## src/rtl/fpadd_pkg.sv

```systemverilog
`default_nettype none
// ----------------------------------------------------------------------------
// fpadd_pkg : shared constants and FSM encoding for the fpadd scheduler
// Rev 1.0
// ----------------------------------------------------------------------------
package fpadd_pkg;

  localparam int c_word_w      = 32;
  localparam int c_nreq_def    = 4;
  localparam int c_timeout_def = 63;
  localparam int c_cnt_w       = 8;

  typedef enum logic [1:0] {
    S_IDLE  = 2'd0,
    S_ISSUE = 2'd1,
    S_WAIT  = 2'd2,
    S_RESP  = 2'd3
  } state_t;

endpackage
`default_nettype wire

```

## src/rtl/rr_arbiter.sv

```systemverilog
`default_nettype none
// ----------------------------------------------------------------------------
// rr_arbiter : picks the lowest requesting index at or above ptr, wrapping
// Rev 1.0
// ----------------------------------------------------------------------------
module rr_arbiter #(
  parameter int NREQ = 4,
  parameter int IW   = $clog2(NREQ)
) (
  input  logic [NREQ-1:0] req,
  input  logic [IW-1:0]   ptr,
  output logic [NREQ-1:0] grant,
  output logic [IW-1:0]   idx,
  output logic            valid
);

  logic [IW:0]   w_sum;
  logic [IW-1:0] w_pos;

  // Scan in rotated order; the first hit wins, later hits are masked by valid.
  always_comb begin
    grant = '0;
    idx   = '0;
    valid = 1'b0;
    w_sum = '0;
    w_pos = '0;
    for (int k = 0; k < NREQ; k++) begin
      w_sum = {1'b0, ptr} + (IW+1)'(k);
      if (w_sum >= (IW+1)'(NREQ)) begin
        w_sum = w_sum - (IW+1)'(NREQ);
      end
      w_pos = w_sum[IW-1:0];
      if (!valid && req[w_pos]) begin
        valid        = 1'b1;
        grant[w_pos] = 1'b1;
        idx          = w_pos;
      end
    end
  end

endmodule
`default_nettype wire

```

## src/rtl/fpadd_sched.sv

```systemverilog
`default_nettype none
// ----------------------------------------------------------------------------
// fpadd_sched : round-robin scheduler sharing one fp adder among NREQ clients
// Rev 1.0
// ----------------------------------------------------------------------------
module fpadd_sched
  import fpadd_pkg::*;
#(
  parameter int NREQ    = c_nreq_def,
  parameter int TIMEOUT = c_timeout_def
) (
  input  logic                       clk,
  input  logic                       reset,
  input  logic [NREQ-1:0]            req,
  input  logic [NREQ*c_word_w-1:0]   op_a,
  input  logic [NREQ*c_word_w-1:0]   op_b,
  output logic [NREQ-1:0]            gnt,
  output logic [NREQ-1:0]            rsp_valid,
  output logic [c_word_w-1:0]        rsp_sum,
  output logic                       rsp_err,
  output logic                       busy,
  output logic                       fa_start,
  output logic [c_word_w-1:0]        fa_a,
  output logic [c_word_w-1:0]        fa_b,
  input  logic [c_word_w-1:0]        fa_sum,
  input  logic                       fa_done
);

  localparam int                 c_iw       = $clog2(NREQ);
  localparam logic [c_cnt_w-1:0] c_cnt_last = c_cnt_w'(TIMEOUT - 1);

  state_t              r_state;
  logic [c_iw-1:0]     r_ptr;
  logic [c_iw-1:0]     r_grantee;
  logic [c_cnt_w-1:0]  r_cnt;

  logic [NREQ-1:0]     w_grant;
  logic [c_iw-1:0]     w_idx;
  logic                w_any;
  logic [NREQ-1:0]     w_rsp_onehot;
  logic [c_iw-1:0]     w_ptr_next;

  rr_arbiter #(
    .NREQ (NREQ),
    .IW   (c_iw)
  ) u_arb (
    .req   (req),
    .ptr   (r_ptr),
    .grant (w_grant),
    .idx   (w_idx),
    .valid (w_any)
  );

  assign w_rsp_onehot = NREQ'(1) << r_grantee;
  assign w_ptr_next   = (r_grantee == c_iw'(NREQ - 1)) ? '0 : r_grantee + c_iw'(1);

  always_ff @(posedge clk or negedge reset) begin
    if (!reset) begin
      r_state   <= S_IDLE;
      r_ptr     <= '0;
      r_grantee <= '0;
      r_cnt     <= '0;
      gnt       <= '0;
      rsp_valid <= '0;
      fa_start  <= 1'b0;
      rsp_sum   <= '0;
      rsp_err   <= 1'b0;
      busy      <= 1'b0;
      fa_a      <= '0;
      fa_b      <= '0;
    end else begin
      gnt       <= '0;
      rsp_valid <= '0;
      fa_start  <= 1'b0;
      case (r_state)
        S_IDLE: begin
          // gnt/fa_start are set here so they appear as registered pulses in ISSUE.
          if (w_any) begin
            fa_a      <= op_a[c_word_w*w_idx +: c_word_w];
            fa_b      <= op_b[c_word_w*w_idx +: c_word_w];
            r_grantee <= w_idx;
            gnt       <= w_grant;
            fa_start  <= 1'b1;
            busy      <= 1'b1;
            r_state   <= S_ISSUE;
          end
        end
        S_ISSUE: begin
          // fa_done is deliberately ignored here: it may still hold the previous result.
          r_cnt   <= '0;
          r_state <= S_WAIT;
        end
        S_WAIT: begin
          if (fa_done) begin
            rsp_sum   <= fa_sum;
            rsp_err   <= 1'b0;
            rsp_valid <= w_rsp_onehot;
            r_state   <= S_RESP;
          end else begin
            r_cnt <= r_cnt + c_cnt_w'(1);
            if (r_cnt == c_cnt_last) begin
              rsp_sum   <= '0;
              rsp_err   <= 1'b1;
              rsp_valid <= w_rsp_onehot;
              r_state   <= S_RESP;
            end
          end
        end
        S_RESP: begin
          r_ptr   <= w_ptr_next;
          busy    <= 1'b0;
          r_state <= S_IDLE;
        end
        default: r_state <= S_IDLE;
      endcase
    end
  end

endmodule
`default_nettype wire

```

## config.mk

```make
export PLATFORM = sky130hd
export DESIGN_NAME = fpadd_sched
export DESIGN_NICKNAME = d
export VERILOG_FILES = /design/src/rtl/fpadd_pkg.sv /design/src/rtl/rr_arbiter.sv /design/src/rtl/fpadd_sched.sv
export SDC_FILE = /design/constraint.sdc
export NUM_CORES = 1
export LEC_CHECK = 0
export ABC_AREA = 1
export BUFFER_PORTS_ARGS = -buffer_cell sky130_fd_sc_hd__buf_2
export CORE_AREA = 2 2 156 158
export DETAILED_ROUTE_END_ITERATION = 7
export DIE_AREA = 0 0 158 160
export GPL_TIMING_DRIVEN = 0
export MAX_ROUTING_LAYER = met4
export PLACE_DENSITY = 0.61
export SYNTH_ARGS = -nofsm -noshare
export SYNTH_HDL_FRONTEND = slang
export SYNTH_SLANG_ARGS = --single-unit
```

## constraint.sdc

```tcl
create_clock -name clk -period 2.65 [get_ports clk]
set_input_delay 0.265 -clock clk [delete_from_list [all_inputs] [get_ports clk]]
set_output_delay 0.265 -clock clk [all_outputs]
set_load 0.01 [all_outputs]
```

==> results of run 1 <==
[worst paths after layout]
check / start / endpoint / slack [ns] / cells after the start
max in group asynchronous: reset / r_ptr[1] / 1.51 / 3
max: r_ptr[0] / fa_a[10] / 0.13 / 13
min reg2reg: fa_a[26] / fa_a[26] / 0.48 / 2
min in group asynchronous: reset / rsp_sum[19] / 0.42 / 2
min: fa_sum[31] / rsp_sum[31] / 0.08 / 2
max reg2reg: r_ptr[0] / fa_a[10] / 0.13 / 13
[layout by cell type, fill, tap and decap left out, types with 5 or more instances in the layout]
master	synthesis	routed
nand2_2	7	5
a22o_1	32	32
buf_6	2	6
nand3_1	133	133
o211ai_1	33	33
clkbuf_1	18	11
ha_1	18	17
clkbuf_2	0	7
nand4_1	35	35
nand2_1	314	314
o21ai_0	34	34
inv_1	199	199
o21ai_1	14	14
buf_4	8	27
or2_2	28	28
nor2_1	9	9
dfrtp_1	121	119
bufinv_16	0	6
clkbuf_16	0	17
buf_2	25	413
buf_1	7	6
[metal layers]
metal	routed length (um)	share of wire (%)	track usage (%)
met1	13200	43	30.8
met2	14800	48	39.9
met3	1940	6.3	4.18
met4	698	2.3	7.74
met5	0	0	-
[registers in the layout, summed over array words and instances (netlist names)]
signal / flops
busy: 1
fa_a: 32
fa_b: 32
fa_start: 1
gnt: 4
r_cnt: 8
r_grantee: 2
r_ptr: 2
r_state: 2
rsp_err: 1
rsp_sum: 32
rsp_valid: 4
[power by group]
| group | internal [uW] | leakage (uW) | total [uW] | switching (uW) |
|---|---|---|---|---|
| clock | 1770 | 0.000318 | 2710 | 935 |
| combinational | 3890 | 0.00470 | 10600 | 6700 |
| sequential | 2730 | 0.00152 | 3210 | 478 |
| total | 8400 | 0.00653 | 16500 | 8120 |
[timing repair]
| action | in CTS | in global routing |
|---|---|---|
| hold buffers | 1 | 0 |
| endpoints found under the hold margin | 65 | 0 |
| endpoints found under the setup margin | 67 | 69 |
| buffers inserted | 2 | 12 |
| pin swaps | 3 | 6 |
| resized for setup | 21 | 24 |
[critical path, delay by kind of cell (launching register included)]
| kind | cells | cell delay (ns) |
|---|---|---|
| flops | 1 | 0.43 |
| compound gates | 2 | 0.38 |
| fa+ha+maj | 1 | 0.23 |
| simple gates | 5 | 0.60 |
| buf+inv | 5 | 0.75 |
[cell families after synthesis]
| group | Yosys count | share of synthesized area, % |
|---|---|---|
| fa+ha+maj | 18 | 2.94 |
| flops | 121 | 39.5 |
| simple gates | 542 | 32.3 |
| compound gates | 127 | 11.2 |
| buf+inv | 264 | 14.0 |
[per-stage QoR]
step                instances  hold WS [ns]  power, uW
global route             1848        0.0704      17900
detailed placement       1798         0.307      13200
finish                   1848        0.0818      16500
global placement         1797         0.459      13100
floorplan                1072       -0.0306       9640
CTS                      1833        0.0679      16300
[cell type report]
type,instances,area (um2),area share [%]
buffer,60,374,3.40
multi-input combinational,687,3590,32.6
timing repair buffer,417,2160,19.6
tap,324,405,3.68
clock buffer,18,429,3.90
clock inverter,14,243,2.20
sequential,121,3030,27.5
inverter,204,774,7.03
antenna,3,7.51,0.0682
==> impl_metrics.ini, run 1 <==
[run_status]
status = finished clean

[critical_path]
critPathCaptureType = flip-flop
path_class = flip-flop to flip-flop
cp.arrival_ns = 2.81
slowest_delay_ns = 0.43
crit_path_frequent_cell = buf_6
cpMaxStageDelayCell = dfrtp_2
cp.required_ns = 2.93
crit_fanout = 12
path_cells = buf_6 > inv_6 > ha_4 > inv_1 > nand2_1 > nand2_4 > o21ai_1 > nand2_2 > nand3_4 > buf_6 > buf_2 > o211ai_1 > nand3_1
crit_path_start_kind = flip-flop

[floorplan]
core_area_um2 = 23800
dieArea_um2 = 25300
start_util_pct = 32.2
pin_count = 402
die_w_um = 158
rows = 57
dieHeight_um = 160

[power_and_ir_drop]
leakagePower_uw = 0.00653
vdd_ir_drop_max_uv = 616
p_per_area_nw_per_um2 = 1500

[route]
via_per_inst = 4.71
final_antenna_net_count = 0
routedWlPerCell_um = 16.6
drt_wl_total_mm = 30.6
num_vias = 8706
drc = 0
drt_iter0_markers = 566
drt-pass1-iter-count = 5

[grt]
track_usage_pct = 24.4
grt_pass1_vias = 8446
antenna_found_initial = 3
grt_max_degree = 67
grt_overflow = 0
grt_pass1_wl_mm = 45.8

[timing]
slew_viol_final = 0
worst_pin_slew_ns = 0.681
setup_ws_ns = 0.125
finalCriticalPeriod_ns = 2.52
setup_viol = 0
slew_headroom_pct = 54.6
skew_ns = 0.00689
hold_viol = 0
timing.final.crit_share_pct = 95.3
fmax_mhz = 396
rsz0062_at_grt = true
finalSetupTns_ns = 0

[logic_synthesis]
syn-cell-area_um2 = 7660
yosys_warnings = 0
synth-seq-cells = 121
yosysSeqAreaShare_pct = 39.5
netlist_instances = 1072
async_reset_ff_share_pct = 100
synth_top_flop_cell = dfrtp_1
ys_top_cells_by_area = dfrtp_1 (40%), nand2_1 (15%), inv_1 (9.8%), nand3_1 (8.7%), a22o_1 (3.7%)
syn_nets = 1385
yosysTopAreaCell = dfrtp_1
yosysTopAreaCellShare_pct = 39.5
synth_top_cells_by_count = nand2_1 (314), inv_1 (199), nand3_1 (133), dfrtp_1 (121), nand4_1 (35)
yosys.cell_types.count = 37
synth_edf_count = 0
post-synth-top-count-cell = nand2_1
syn_avg_cell_area_um2 = 7.15

[clock_tree]
cts_tree = yes
htreeDepth = 4
clock-sinks = 121
clockBufferDepth = 2
clockRootBuffer = clkbuf_16
clk-insertion-delay-late_ns = 0.41
clk_pin_slew_worst_paths_ns = 0.06
cts_buffers = 17

[flow_run]
maxCapViolCount = 0

[cells_and_area]
final_nets = 1821
final_area_um2 = 11000
fillers = 2571
synthToLayoutAreaGrowth_pct = 43.8
final_util_pct = 46.2
layout-drive-gt1-share_pct = 35.8

[place]
place_ws_ns = -0.542
io_buffers = 401
hpwl_mm = 23.8
placed_cell_area_um2 = 10100
globalplace.congestion = 0.918

[hold_path]
hp-class = input pin to flip-flop
(Power assumes the default switching activity.)
==> run 2: changes to the inputs <==
==> constraint.sdc (replaced) <==
create_clock -name clk -period 2.35 [get_ports clk]
set_input_delay 0.235 -clock clk [delete_from_list [all_inputs] [get_ports clk]]
set_output_delay 0.235 -clock clk [all_outputs]
set_load 0.01 [all_outputs]
==> impl_metrics.ini, run 2 (synthesis gave the netlist of run 1 again) <==
[critical_path]
cp.arrival_ns = 2.68
crit_path_start_kind = flip-flop
regToRegSetupSlack_ns = -0.05
path_class = flip-flop to flip-flop
crit_fanout = 7
critPathCaptureType = flip-flop
setup.worst_path.start = r_ptr[0]
cp.required_ns = 2.64
r2r-start = r_ptr[0]

[timing]
whs_ns = 0.0550
finalCriticalPeriod_ns = 2.40
skew_ns = 0.00789
worst_pin_slew_ns = 0.681
slew_viol_final = 0
timing.final.crit_share_pct = 102
hold_viol = 0
fmax_mhz = 418
setup_ws_ns = -0.0452
finalSetupTns_ns = -0.120
slew_headroom_pct = 54.6
rsz0062_at_grt = true
setup_viol = 4

[grt]
grt_pass1_vias = 8636
grt_max_degree = 67
antenna_found_initial = 4
track_usage_pct = 25.0
grt_overflow = 0
grt_pass1_wl_mm = 46.8

[route]
drt_iter0_markers = 538
drc = 5
routedWlPerCell_um = 17.1
drt-pass1-iter-count = 8
final_antenna_net_count = 0
drt_wl_total_mm = 32.1
via_per_inst = 4.75
num_vias = 8917

[power_and_ir_drop]
p_seq_share_pct = 16.7
leakagePower_uw = 0.00688
pwr-share-comb_pct = 69.2
power_switching_share_pct = 46.3
p_int_uw = 11600
p_per_area_nw_per_um2 = 1850
clockPowerShare_pct = 14.1
vdd_ir_drop_max_uv = 781
power_switching_uw = 10000

[hold_path]
hp-class = input pin to flip-flop
worstHoldStart = fa_sum[31]

[floorplan]
die_w_um = 158
dieHeight_um = 160
rows = 57
dieArea_um2 = 25300
pin_count = 402
start_util_pct = 32.2
core_area_um2 = 23800

[clock_tree]
htreeDepth = 4
clk_pin_slew_worst_paths_ns = 0.06
clock-sinks = 121
cts_tree = yes
clockRootBuffer = clkbuf_16
clk-insertion-delay-late_ns = 0.41
cts_buffers = 17
clockBufferDepth = 2

[cells_and_area]
fillers = 2479
reg.largest.list = fa_a: 32 flops, fa_b: 32 flops, rsp_sum: 32 flops
layout-drive-gt1-share_pct = 39.7
final_util_pct = 49.4
final_cell_mix = buf_2 (404), nand2_1 (300), inv_1 (196)
final_nets = 1852
synthToLayoutAreaGrowth_pct = 53.5
layout_commonest_cell = buf_2
final_area_um2 = 11800

[flow_run]
maxCapViolCount = 0

[run_status]
status = complete, but fails checks
violations = DRC, setup timing

[place]
io_buffers = 401
hpwl_mm = 23.8
globalplace.congestion = 0.918
placed_cell_area_um2 = 10100
[run 2: worst paths after layout]
check                                    to  cells past startpoint
worst min-delay path            rsp_sum[31]                      2
min in group asynchronous       rsp_sum[19]                      2
max in group asynchronous          r_ptr[0]                      3
worst max register to register      fa_b[6]                     15
worst min register to register     fa_a[26]                      2
worst max-delay path                fa_b[6]                     15
[run 2: what timing repair did]
action	CTS	global route
setup buffers	24	13
endpoints found under the hold margin	65	0
setup endpoints to repair	70	69
hold buffers	1	0
resized for setup	61	111
gates cloned	3	6
pin swaps	12	23
[run 2: per-layer routing]
layer  vias to the layer above  track usage (%)  wire length (um)
met2                       360             41.3             15600
li1                       4363                -                 -
met5                         -                -                 0
met1                      4152             31.2             13900
met4                         0             7.70               689
met3                        42             4.21              1970
[run 2: stage by stage]
| stage | total power (uW) | instances | worst slack (ns) |
|---|---|---|---|
| 2_1_floorplan | 10900 | 1072 | 0.0763 |
| 3_3_place_gp | 14800 | 1797 | -0.846 |
| 3_5_place_dp | 14900 | 1798 | -0.842 |
| 4_1_cts | 19400 | 1857 | -0.0115 |
| 5_1_grt | 23300 | 1879 | -0.143 |
| 6_report | 21700 | 1879 | -0.0452 |
[run 2: final cells by class]
cell class | instances | area (um2) | area share [%]
timing repair buffer | 448 | 2540 | 21.6
tap | 324 | 405 | 3.45
antenna | 3 | 7.51 | 0.0639
inverter | 204 | 779 | 6.63
clock inverter | 14 | 243 | 2.06
sequential | 121 | 3030 | 25.8
multi-input combinational | 688 | 3740 | 31.8
buffer | 59 | 587 | 4.99
clock buffer | 18 | 429 | 3.65
[run 2: worst max-delay path: stages (launching register included)]
cell     delay [ns]
dfrtp_2        0.42
buf_8          0.14
inv_8          0.07
ha_4           0.23
inv_4          0.08
nand3_2        0.09
nand2_2        0.11
inv_2          0.05
nand3_4        0.13
nand3_4        0.10
buf_12         0.15
buf_6          0.13
buf_4          0.13
or2_2          0.27
nand3_1        0.07
nand3_1        0.07
[run 2: power groups by stage]
stage	clock, uW	sequential (uW)	combinational (uW)
global placement	0	3630	11200
finish	3060	3620	15000
global route	3190	3710	16400
CTS	3100	3610	12700
floorplan	0	3970	6900
detailed placement	0	3640	11300
==> run 3: changes to the inputs <==
--- a/config.mk
+++ b/config.mk
@@ -16,3 +16,4 @@
 export SYNTH_ARGS = -nofsm -noshare
 export SYNTH_HDL_FRONTEND = slang
 export SYNTH_SLANG_ARGS = --single-unit
+export TNS_END_PERCENT = 20
==> impl_metrics.ini, run 3 (synthesis gave the netlist of run 1 again) <==
[critical_path]
r2r-start = r_ptr[0]
cp.arrival_ns = 2.68
path_class = flip-flop to flip-flop
cp.required_ns = 2.64
crit_path_start_kind = flip-flop
crit_fanout = 7
r2r.worst_path.cells = 15
rr_endpoint = fa_b[6]
regToRegSetupSlack_ns = -0.05
critPathCaptureType = flip-flop

[timing]
worst_pin_slew_ns = 0.670
setup_ws_ns = -0.0470
finalCriticalPeriod_ns = 2.40
slew_headroom_pct = 55.4
slew_viol_final = 0
rsz0062_at_grt = true
fmax_mhz = 417
setup_viol = 4
hold_viol = 0
timing.final.crit_share_pct = 102
skew_ns = 0.00883

[grt]
grt_max_degree = 67
grt_pass1_vias = 8636
grt.met3_usage_pct = 4.21
antenna_found_initial = 4
met2_usage_pct = 41.3
grt_overflow = 0
use_met1_pct = 31.2
busiest_layer = met2
grt_pass1_wl_mm = 46.8
track_usage_pct = 25.0

[cells_and_area]
layout_commonest_cell = buf_2
multiInputGateArea_um2 = 3700
fillers = 2493
final_cell_mix = buf_2 (403), nand2_1 (307), inv_1 (196)
final_nets = 1852
layout-drive-gt1-share_pct = 39.0
reg.largest.list = fa_a: 32 flops, fa_b: 32 flops, rsp_sum: 32 flops
synthToLayoutAreaGrowth_pct = 52.5
seqCellArea_um2 = 3030
instances_no_fill = 1879

[hold_path]
worstHoldStart = fa_sum[31]
holdPathEnd = rsp_sum[31]
hold_path_depth = 2
hp-class = input pin to flip-flop

[route]
drt_iter0_markers = 594
final_antenna_net_count = 0
num_vias = 8906
drc = 0
via_per_inst = 4.74
routedWlPerCell_um = 17.0
drt-pass1-iter-count = 8
drt_wl_total_mm = 31.9

[place]
hpwl_mm = 23.8
io_buffers = 401
globalplace.congestion = 0.918
post-place-cells = 1798
place_ws_ns = -0.842

[power_and_ir_drop]
p_per_area_nw_per_um2 = 1830
vdd_ir_drop_max_uv = 724
leakagePower_uw = 0.00685

[clock_tree]
clk_pin_slew_worst_paths_ns = 0.06
clk-insertion-delay-late_ns = 0.41
clock-sinks = 121
clockBufferDepth = 2
htreeDepth = 4
cts_tree = yes
clockRootBuffer = clkbuf_16
cts_buffers = 17

[floorplan]
core_area_um2 = 23800
pin_count = 402
dieHeight_um = 160
dieArea_um2 = 25300
start_util_pct = 32.2
die_w_um = 158
rows = 57

[run_status]
violations = setup timing
status = complete, but fails checks

[flow_run]
maxCapViolCount = 0
==> run 3: timing repair <==
item	in CTS	in global routing
endpoints found under the setup margin	70	69
hold buffers	1	0
resized for setup	61	93
setup buffers	24	15
endpoints found under the hold margin	65	0
gates cloned	3	4
pin swaps	12	17
==> run 3: how the worst max path moves through the flow <==
stage | startpoint | end | slack (ns)
6_report | r_ptr[0] | fa_b[6] | -0.05
5_1_grt | r_ptr[0] | fa_a[3] | -0.15
4_1_cts | r_ptr[0] | fa_a[3] | -0.01
3_5_place_dp | r_ptr[1] | fa_a[27] | -0.84
3_3_place_gp | r_ptr[0] | fa_a[27] | -0.85
2_1_floorplan | r_ptr[0] | fa_a[22] | 0.08
==> run 3: stage by stage <==
stage	utilization (%)	instance area [um2]	hold slack [ns]	setup TNS [ns]	total power, uW
floorplan	-	7660	-0.0606	0	10900
global placement	42.3	10100	0.459	-107.75	14800
detailed placement	42.4	10100	0.277	-34.51	14900
CTS	46.9	11200	0.0379	-0.0222	19400
global route	49.0	11700	0.0403	-4.91	23000
finish	49.0	11700	0.0546	-0.0919	21300
==> run 3: final cells by class <==
cell class / instances / share of cell area (%)
Antenna cell: 3 / 0.0643
Timing Repair Buffer: 448 / 21.4
Inverter: 204 / 6.67
Multi-Input combinational cell: 688 / 31.7
Clock buffer: 18 / 3.67
Tap cell: 324 / 3.47
Sequential cell: 121 / 25.9
Buffer: 59 / 4.94
Clock inverter: 14 / 2.08
==> run 3: power breakdown <==
part | leakage [uW] | total, uW | internal, uW | switching (uW)
logic | 0.00502 | 14700 | 6350 | 8320
registers | 0.00152 | 3620 | 3080 | 540
clock network | 0.000318 | 3060 | 2000 | 1060
total | 0.00685 | 21300 | 11400 | 9920
==> run 3: layer usage <==
| layer | wire (um) | vias to the layer above | part of all wire [%] |
|---|---|---|---|
| met5 | 0 | - | 0 |
| met1 | 13700 | 4165 | 43 |
| met4 | 668 | 0 | 2.1 |
| li1 | - | 4360 | - |
| met2 | 15500 | 337 | 49 |
| met3 | 1980 | 44 | 6.2 |
==> run 3: critical path: stages (launching register included) <==
cell	delay, ns
dfrtp_2	0.42
buf_8	0.14
inv_8	0.07
ha_4	0.23
inv_4	0.08
nand3_2	0.09
nand2_2	0.11
inv_2	0.05
nand3_4	0.13
nand3_4	0.10
buf_12	0.15
buf_6	0.13
buf_4	0.13
or2_2	0.27
nand3_1	0.07
nand3_1	0.07
